<file path="src/rtl/mul_arbiter.sv">
// mul_arbiter: round-robin front end for a shared Booth multiplier datapath.
// Requesters hand over operand pairs, one operation is in flight at a time,
// and the product (or a timeout error) is returned to the originating requester.
module mul_arbiter #(
  parameter int WIDTH   = 32,
  parameter int NUM_REQ = 4,
  parameter int TIMEOUT = 32
) (
  input  logic                       clk,
  input  logic                       rst_n,
  input  logic [NUM_REQ-1:0]         req_valid_i,
  output logic [NUM_REQ-1:0]         req_ready_o,
  input  logic [NUM_REQ*WIDTH-1:0]   req_multiplicand_i,
  input  logic [NUM_REQ*WIDTH-1:0]   req_multiplier_i,
  output logic [NUM_REQ-1:0]         rsp_valid_o,
  input  logic [NUM_REQ-1:0]         rsp_ready_i,
  output logic [2*WIDTH-1:0]         rsp_product_o,
  output logic                       rsp_error_o,
  output logic                       mul_start_o,
  output logic [WIDTH-1:0]           mul_multiplicand_o,
  output logic [WIDTH-1:0]           mul_multiplier_o,
  input  logic                       mul_done_i,
  input  logic [2*WIDTH-1:0]         mul_product_i,
  output logic                       busy_o
);

  localparam int IDXW = $clog2(NUM_REQ);
  localparam int WDW  = $clog2(TIMEOUT) + 1;

  // Watchdog value in the last WAIT cycle before the operation is abandoned.
  localparam logic [WDW-1:0]     WD_LAST = WDW'(TIMEOUT - 1);
  localparam logic [IDXW-1:0]    PTR_RST = IDXW'(NUM_REQ - 1);
  localparam logic [NUM_REQ-1:0] ONE_HOT0 = {{(NUM_REQ-1){1'b0}}, 1'b1};

  typedef enum logic [2:0] {
    S_IDLE    = 3'd0,
    S_ISSUE   = 3'd1,
    S_WAIT    = 3'd2,
    S_CAPTURE = 3'd3,
    S_RESP    = 3'd4
  } state_e;

  state_e               state_q, state_d;
  logic [IDXW-1:0]      ptr_q, ptr_d;
  logic [IDXW-1:0]      gnt_q, gnt_d;
  logic [WIDTH-1:0]     mcand_q, mcand_d;
  logic [WIDTH-1:0]     mplier_q, mplier_d;
  logic [2*WIDTH-1:0]   result_q, result_d;
  logic                 error_q, error_d;
  logic [WDW-1:0]       wdog_q, wdog_d;
  logic [IDXW-1:0]      gnt_pick;
  logic [NUM_REQ-1:0]   req_ready;

  // First valid requester strictly after the last served one, with wrap-around.
  function automatic logic [IDXW-1:0] rr_pick(input logic [NUM_REQ-1:0] valid,
                                              input logic [IDXW-1:0]    ptr);
    logic [IDXW-1:0] pick;
    logic            found;
    int              idx;
    pick  = '0;
    found = 1'b0;
    for (int k = 1; k <= NUM_REQ; k++) begin
      idx = (int'(ptr) + k) % NUM_REQ;
      if (!found && valid[idx[IDXW-1:0]]) begin
        found = 1'b1;
        pick  = idx[IDXW-1:0];
      end
    end
    return pick;
  endfunction

  // Round-robin candidate for this cycle (only acted upon in IDLE).
  always_comb begin
    gnt_pick = rr_pick(req_valid_i, ptr_q);
  end

  // Next-state logic: grant, issue, watchdog wait, capture and response hold.
  always_comb begin
    state_d   = state_q;
    ptr_d     = ptr_q;
    gnt_d     = gnt_q;
    mcand_d   = mcand_q;
    mplier_d  = mplier_q;
    result_d  = result_q;
    error_d   = error_q;
    wdog_d    = wdog_q;
    req_ready = '0;
    case (state_q)
      S_IDLE: begin
        // No handshake while reset is asserted, so a request is never lost.
        if (rst_n && (|req_valid_i)) begin
          req_ready = ONE_HOT0 << gnt_pick;
          gnt_d     = gnt_pick;
          mcand_d   = req_multiplicand_i[int'(gnt_pick)*WIDTH +: WIDTH];
          mplier_d  = req_multiplier_i[int'(gnt_pick)*WIDTH +: WIDTH];
          state_d   = S_ISSUE;
        end else begin
          state_d   = S_IDLE;
        end
      end
      S_ISSUE: begin
        wdog_d  = '0;
        state_d = S_WAIT;
      end
      S_WAIT: begin
        wdog_d = wdog_q + {{(WDW-1){1'b0}}, 1'b1};
        // A done in the final watchdog cycle still wins over the timeout.
        if (mul_done_i) begin
          state_d = S_CAPTURE;
        end else if (wdog_q == WD_LAST) begin
          result_d = '0;
          error_d  = 1'b1;
          state_d  = S_RESP;
        end else begin
          state_d  = S_WAIT;
        end
      end
      S_CAPTURE: begin
        result_d = mul_product_i;
        error_d  = 1'b0;
        state_d  = S_RESP;
      end
      S_RESP: begin
        // Only the granted requester's ready completes the response.
        if (rsp_ready_i[gnt_q]) begin
          ptr_d   = gnt_q;
          state_d = S_IDLE;
        end else begin
          state_d = S_RESP;
        end
      end
      default: begin
        state_d = S_IDLE;
      end
    endcase
  end

  // State and datapath registers with synchronous active-low reset.
  always_ff @(posedge clk) begin
    if (!rst_n) begin
      state_q  <= S_IDLE;
      ptr_q    <= PTR_RST;
      gnt_q    <= '0;
      mcand_q  <= '0;
      mplier_q <= '0;
      result_q <= '0;
      error_q  <= 1'b0;
      wdog_q   <= '0;
    end else begin
      state_q  <= state_d;
      ptr_q    <= ptr_d;
      gnt_q    <= gnt_d;
      mcand_q  <= mcand_d;
      mplier_q <= mplier_d;
      result_q <= result_d;
      error_q  <= error_d;
      wdog_q   <= wdog_d;
    end
  end

  // Outputs decoded from registered state only, except the combinational grant.
  always_comb begin
    req_ready_o        = req_ready;
    busy_o             = (state_q != S_IDLE);
    mul_start_o        = (state_q == S_ISSUE);
    mul_multiplicand_o = mcand_q;
    mul_multiplier_o   = mplier_q;
    rsp_product_o      = result_q;
    rsp_error_o        = error_q;
    if (state_q == S_RESP) begin
      rsp_valid_o = ONE_HOT0 << gnt_q;
    end else begin
      rsp_valid_o = '0;
    end
  end

endmodule

</file>
<file path="config.mk">
export PLATFORM = sky130hd
export DESIGN_NAME = mul_arbiter
export DESIGN_NICKNAME = d
export VERILOG_FILES = /design/src/rtl/mul_arbiter.sv
export SDC_FILE = /design/constraint.sdc
export NUM_CORES = 1
export LEC_CHECK = 0
export ABC_AREA = 1
export CAP_MARGIN = 20
export CORE_AREA = 2 2 182 184
export DETAILED_ROUTE_END_ITERATION = 8
export DIE_AREA = 0 0 184 186
export PLACE_DENSITY = 0.6
export SETUP_SLACK_MARGIN = 0.1
export SLEW_MARGIN = 20
export SYNTH_ARGS = -nofsm -noshare
export SYNTH_HDL_FRONTEND = slang
export SYNTH_SLANG_ARGS = --single-unit
</file>
<file path="constraint.sdc">
create_clock -name clk -period 5.71 [get_ports clk]
set_input_delay 0.8565 -clock clk [delete_from_list [all_inputs] [get_ports clk]]
set_output_delay 0.8565 -clock clk [all_outputs]
set_load 0.005 [all_outputs]
</file>
==> results_dict.tcl, run 1 <==
set metrics [dict create \
    rr_startpoint "ptr_q[0]" \
    slew_viol_final 0 \
    worstHoldEndpoint "rsp_product_o[53]" \
    multi_input_area_sq_um 4260 \
    final_antenna_net_count 0 \
    final_util 0.407 \
    h-tree-depth 4 \
    setup.worst_path.end_class "primary output" \
    netlist_area_sq_um 7690 \
    viasPerCell 4.53 \
    clkLatencyLatePin_ns 0.43 \
    ys_seq_area_frac 0.370 \
    path_max_fanout 44 \
    worst_pin_slew_ns 0.922 \
    synth_simple_gate_area_frac 0.488 \
    num_antenna_cells 0 \
    synth_cells 1276 \
    wl_met2_um 16600 \
    ioPinCount 470 \
    final_cells 2106 \
    fin_tns_setup_ns 0 \
    hp-class "reg -> reg" \
    ys.warnings.count 0 \
    clockBufferDepth 2 \
    fill_cells 3428 \
    rows 66 \
    cp_slowest_cell "clkdlybuf4s50_1" \
    fmax_mhz 222 \
    synth_top_family_by_area "simple AND/OR/NAND/NOR gates" \
    synth_seq_cells 142 \
    port_buffers 469 \
    synthFlopType "dfxtp_1" \
    r2r_cells 13 \
    syn_nets 1608 \
    finalWirelength_um 33300 \
    grt_max_degree 87 \
    worst_clock_skew_ns 0.0167 \
    cts_sinks 142 \
    drtIter0Drc 448 \
    synth_xor_area_frac 0 \
    cp_data_required_time_ns 4.85 \
    arrival_ns 3.65 \
    firstDrtPassIters 5 \
    cts.hold.buffers_added 0 \
    post_drt_wl_per_cell_um 15.8 \
    r2r_slack_ns 2.59 \
    die_y_um 186 \
    register_area_sq_um 2840 \
    grt_pass1_vias 8979 \
    postCtsSetupRepairBufs 0 \
    finalCritPeriodShare 0.789 \
    core_sq_um 32200 \
    ctsResizeCount 0 \
    rr_endpoint "mul_multiplier_o[3]" \
    ys_types 29 \
    drc 0 \
    antenna_found_initial 0 \
    synth_edf_count 0 \
    hold_viol_final 0 \
    min_period_ns 4.51 \
    avgSynthCellArea_sq_um 6.03 \
    initial_utilization 0.239 \
    topRoutingLayerUsed "met4" \
    fp.dieW_um 184 \
    async_reset_ff_frac 0 \
    dp.cells 2074 \
    finalSetupViolCount 0 \
    yosys.area_share.adder 0.00163 \
    rsz0062_at_grt "no" \
    drive_above_1_share 0.0336 \
    min_from "rsp_product_o[53]" \
    p_leak_nw 5.53 \
    cts_buffers 17 \
    run_status "finished clean" \
    min_path_cells 2 \
    path_delay_family "simple AND/OR/NAND/NOR gates" \
    muxShareOfSynthArea 0 \
    grt-ovfl-total 0 \
    dieArea_sq_um 34200 \
    vias 9541 \
    path_buf_inv 2 \
    grt_pass1_wl_um 49300 \
    nNetsFinal 2017 \
    maxSlewHeadroom 0.384 \
    gp_congestion 0.872 \
    max_stage_delay_ns 0.61 \
    path_class "in -> out" \
    ir_worst_vdd_v 0.000191 \
    area_growth_pct 70.5 \
    synth_compound_gate_area_share 0.0609 \
    clk_pin_slew_worst_paths_ns 0.06 \
    max_cap_viol_count 0 \
    cts_tree "yes" \
    root_buffer "clkbuf_16" \
    p_per_area_nw_per_um2 251 \
    hpwl_um 23700 \
    path_cells "clkdlybuf4s50_1 > nand2_1 > nand2_1 > nand2_1 > nand2_1 > nor2_2 > nand2_1 > nand2_4 > nand2_4 > nor3_1 > clkdlybuf4s50_1" \
    met3_wirelength_um 3040 \
    grt_usage 0.186 \
    critPathLaunchType "input port" \
    crit_top_cell "nand2_1" \
    met1Wirelength_um 13300 \
]
state kept, by name, summed over array words and instances (netlist names):
register,count
rsp_product_o,64
mul_multiplicand_o,32
mul_multiplier_o,32
wdog_q,6
state_q,3
gnt_q,2
ptr_q,2
rsp_error_o,1
routing by layer:
metal,global-route usage,vias to the layer above
li1,-,4872
met1,0.209,4274
met2,0.338,375
met3,0.0622,20
met4,0.0458,0
met5,0,-
logic make-up (layout without fill, tap and decap cells):
group                    count (synthesis)  count (layout)
adder cells (fa/ha/maj)                  1               1
flip-flops                             142             142
AO/OA/AOI/OAI                           89              89
AND/OR/NAND/NOR                        922             922
buffers and inverters                  122             544
per-stage QoR:
step	setup WS [ns]	hold WS (ns)	cell area [sq um]	power, mW
after floorplan	2.80	0.438	7690	1.59
after global placement	1.06	0.447	12500	2.16
after detailed placement	1.03	0.451	12500	2.16
after CTS	1.02	0.462	13100	3.34
after global routing	0.918	0.474	13100	3.49
final	1.20	0.459	13100	3.29
worst max path at each step:
stage                               from        endpoint  slack, ns  cells past startpoint
final                     req_valid_i[2]  req_ready_o[2]       1.20                     11
after global routing      req_valid_i[2]  req_ready_o[2]       0.92                     11
after CTS                 req_valid_i[2]  req_ready_o[2]       1.02                     11
after detailed placement  req_valid_i[2]  req_ready_o[2]       1.03                     11
after global placement    req_valid_i[1]  req_ready_o[2]       1.06                     11
after floorplan                    rst_n  req_ready_o[2]       2.80                      7
report_power, final:
group / total [mW] / switching, mW / internal (mW)
registers: 1.16 / 0.0591 / 1.10
logic: 0.970 / 0.446 / 0.525
clock network: 1.16 / 0.490 / 0.666
synthesized netlist by cell type (2+ instances only):
cell,instances,area share
buf_4,7,0.0068
clkbuf_1,36,0.018
nand4_1,3,0.0024
nand3_1,199,0.13
nor2_1,139,0.068
nand2_1,566,0.28
buf_1,3,0.0015
buf_2,34,0.022
a21oi_1,74,0.048
inv_2,4,0.0020
o211ai_1,2,0.0020
o21ai_0,5,0.0033
inv_1,26,0.013
a221oi_1,2,0.0023
buf_6,12,0.018
dfxtp_1,142,0.37
nor3_1,9,0.0059
a31oi_1,2,0.0016
worst register-to-register path, stage by stage, from the launching register on:
cell     delay (ns)
dfxtp_1        0.59
inv_2          0.14
nand2_1        0.08
nand2_1        0.09
nand2_1        0.12
nand4_1        0.10
nand2_1        0.13
nand2_4        0.28
nand2_4        0.34
buf_4          0.65
nand2_1        0.19
nand2_1        0.14
nor2_1         0.08
nor2_1         0.13
cell usage in the layout (no fill, tap or decap), types with 3 or more instances in the layout:
cell type	synthesis	final
clkbuf_16	0	17
inv_1	26	24
clkdlybuf4s50_1	0	468
nor2_1	139	139
inv_6	0	4
nand4_1	3	3
buf_4	7	13
inv_2	4	5
nor3_1	9	8
nand2_1	566	564
o21ai_0	5	5
dfxtp_1	142	142
clkinv_4	0	3
nand3_1	199	199
a21oi_1	74	73
final cells by class:
cell class	count	share of cell area
Clock buffer	19	0.0338
Multi-Input combinational cell	1012	0.325
Sequential cell	142	0.217
Inverter	30	0.00859
Timing Repair Buffer	482	0.365
Clock inverter	13	0.0116
Tap cell	408	0.0389
No activity file was read; power rests on OpenSTA's default activity.
==> inputs of run 2 (changes only) <==
CORE_AREA = 2 2 183 185   (was 2 2 182 184)
DIE_AREA = 0 0 185 187   (was 0 0 184 186)
PLACE_DENSITY = 0.61   (was 0.6)
clock period = 3.9 ns   (was 5.71 ns; I/O delays follow)
==> run 2 against run 1 <==
  * Clock skew down 0.0058 ns
  * Critical endpoint is now req_ready_o[3]
  * Hold slack better by 0.0014 ns
  * Design area up 0.85%
  * Cell count up 1.9%
==> results_dict.tcl, run 2 (synthesis results as in run 1) <==
set metrics [dict create \
    min_from "rsp_product_o[29]" \
    grt_usage 0.186 \
    r2r_slack_ns 1.16 \
    grt_pass1_vias 9171 \
    slew_viol_final 0 \
    fp.dieW_um 185 \
    p_leak_nw 5.55 \
    worst_clock_skew_ns 0.0109 \
    p_per_area_nw_per_um2 368 \
    critPathLaunchType "flop" \
    crit_top_cell "nand2_1" \
    cts_sinks 142 \
    antenna_found_initial 3 \
    drc 0 \
    path_delay_family "simple AND/OR/NAND/NOR gates" \
    dieArea_sq_um 34600 \
    path_buf_inv 3 \
    r2r_cells 13 \
    nNetsFinal 2017 \
    grt_pass1_wl_um 50200 \
    run_status "finished clean" \
    startpoint "ptr_q[0]" \
    arrival_ns 2.93 \
    initial_utilization 0.234 \
    hold_viol_final 0 \
    cts_buffers 17 \
    area_growth_pct 71.9 \
    fill_cells 3438 \
    drive_above_1_share 0.0342 \
    largest_reg_flops 64 \
    fmax_mhz 284 \
    viasPerCell 4.47 \
    finalCritPeriodShare 0.901 \
    path_cells "inv_2 > nand2_1 > nand2_1 > nand2_1 > nand2_1 > nor2_2 > nand4_1 > nand2_4 > inv_1 > nor2_1 > clkdlybuf4s50_1" \
    port_buffers 469 \
    ioPinCount 470 \
    clkLatencyLatePin_ns 0.43 \
    post_drt_wl_per_cell_um 15.5 \
    root_buffer "clkbuf_16" \
    final_cell_mix "nand2_1, clkdlybuf4s50_1, nand3_1" \
    clockBufferDepth 2 \
    grt-ovfl-total 0 \
    ir_worst_vdd_v 0.000288 \
    firstDrtPassIters 5 \
    finalSetupViolCount 0 \
    rows 67 \
    ctsResizeCount 0 \
    max_stage_delay_ns 0.56 \
    rr_endpoint "mul_multiplier_o[3]" \
    core_sq_um 32900 \
    hold_slack_ns 0.460 \
    grt_max_degree 129 \
    die_y_um 187 \
    hpwl_um 23600 \
    cp_data_required_time_ns 3.31 \
    min_path_cells 2 \
    cts.hold.buffers_added 0 \
    clk_pin_slew_worst_paths_ns 0.07 \
    path_class "reg -> out" \
    cp_slowest_cell "dfxtp_1" \
    final_antenna_net_count 0 \
    worst_pin_slew_ns 0.833 \
    path_max_fanout 22 \
    rsz0062_at_grt "no" \
    max_cap_viol_count 0 \
    cts_tree "yes" \
    rr_startpoint "ptr_q[0]" \
    finalPower_mw 4.86 \
    postCtsSetupRepairBufs 0 \
    gp_congestion 0.857 \
    h-tree-depth 4 \
    finalWirelength_um 33300 \
    fin_tns_setup_ns 0 \
    vias 9599 \
    worstHoldEndpoint "rsp_product_o[29]" \
    maxSlewHeadroom 0.445 \
    layout_commonest_cell "nand2_1" \
    hp-class "reg -> reg" \
    min_period_ns 3.52 \
    drtIter0Drc 343 \
    setup.worst_path.end_class "primary output" \
]
[run 2: cell count changes in the layout (fill, tap and decap cells not counted), sizes merged]
cell	previous run	this run
bufinv	2	3
clkbuf	19	18
clkinv	5	4
diode	0	1
inv	34	35
[run 2: power breakdown]
part | internal (mW) | switching (mW)
Clock | 1.02 | 0.707
Combinational | 0.773 | 0.657
Sequential | 1.62 | 0.0879
Total | 3.41 | 1.45
[run 2: area by class of cell]
cell class,count,area (sq um),area share
Timing Repair Buffer,482,4820,0.365
Multi-Input combinational cell,1012,4270,0.323
Sequential cell,142,2840,0.215
Tap cell,448,561,0.0424
Clock buffer,18,429,0.0325
Clock inverter,14,183,0.0138
Inverter,30,113,0.00852
Antenna cell,1,2.50,0.000189
[run 2: through the flow]
| stage | area, sq um | setup WS [ns] | util | std cells |
|---|---|---|---|---|
| after floorplan | 7690 | 1.54 | - | 1276 |
| after global placement | 12600 | 0.528 | 0.384 | 2114 |
| after detailed placement | 12600 | 0.458 | 0.384 | 2114 |
| after CTS | 13200 | 0.346 | 0.402 | 2146 |
| after global routing | 13200 | 0.113 | 0.402 | 2147 |
| final | 13200 | 0.385 | 0.402 | 2147 |
[run 2: routing by layer]
metal  up-vias  track usage  part of all wire
met5         -            0           0.00081
met4         4       0.0455             0.013
met3        26       0.0639             0.096
met2       378        0.339              0.49
met1      4321        0.205              0.40
li1       4870            -                 -
[run 2: worst max-delay path by stage]
stage,end,depth (start not counted)
floorplan,req_ready_o[2],7
global placement,req_ready_o[3],11
detailed placement,req_ready_o[3],11
CTS,req_ready_o[3],11
global route,req_ready_o[3],11
finish,req_ready_o[3],11
[run 2: worst register-to-register path, delay by kind of cell (launching register included)]
family        cells  cell delay [ns]
simple gates     11             1.60
buf+inv           2             0.53
flops             1             0.56
==> inputs of run 3 (changes only) <==
HOLD_SLACK_MARGIN = 0.08   (was unset)
==> results of run 3 <==
The final DEF is identical to that of run 2; final timing and power are the same.
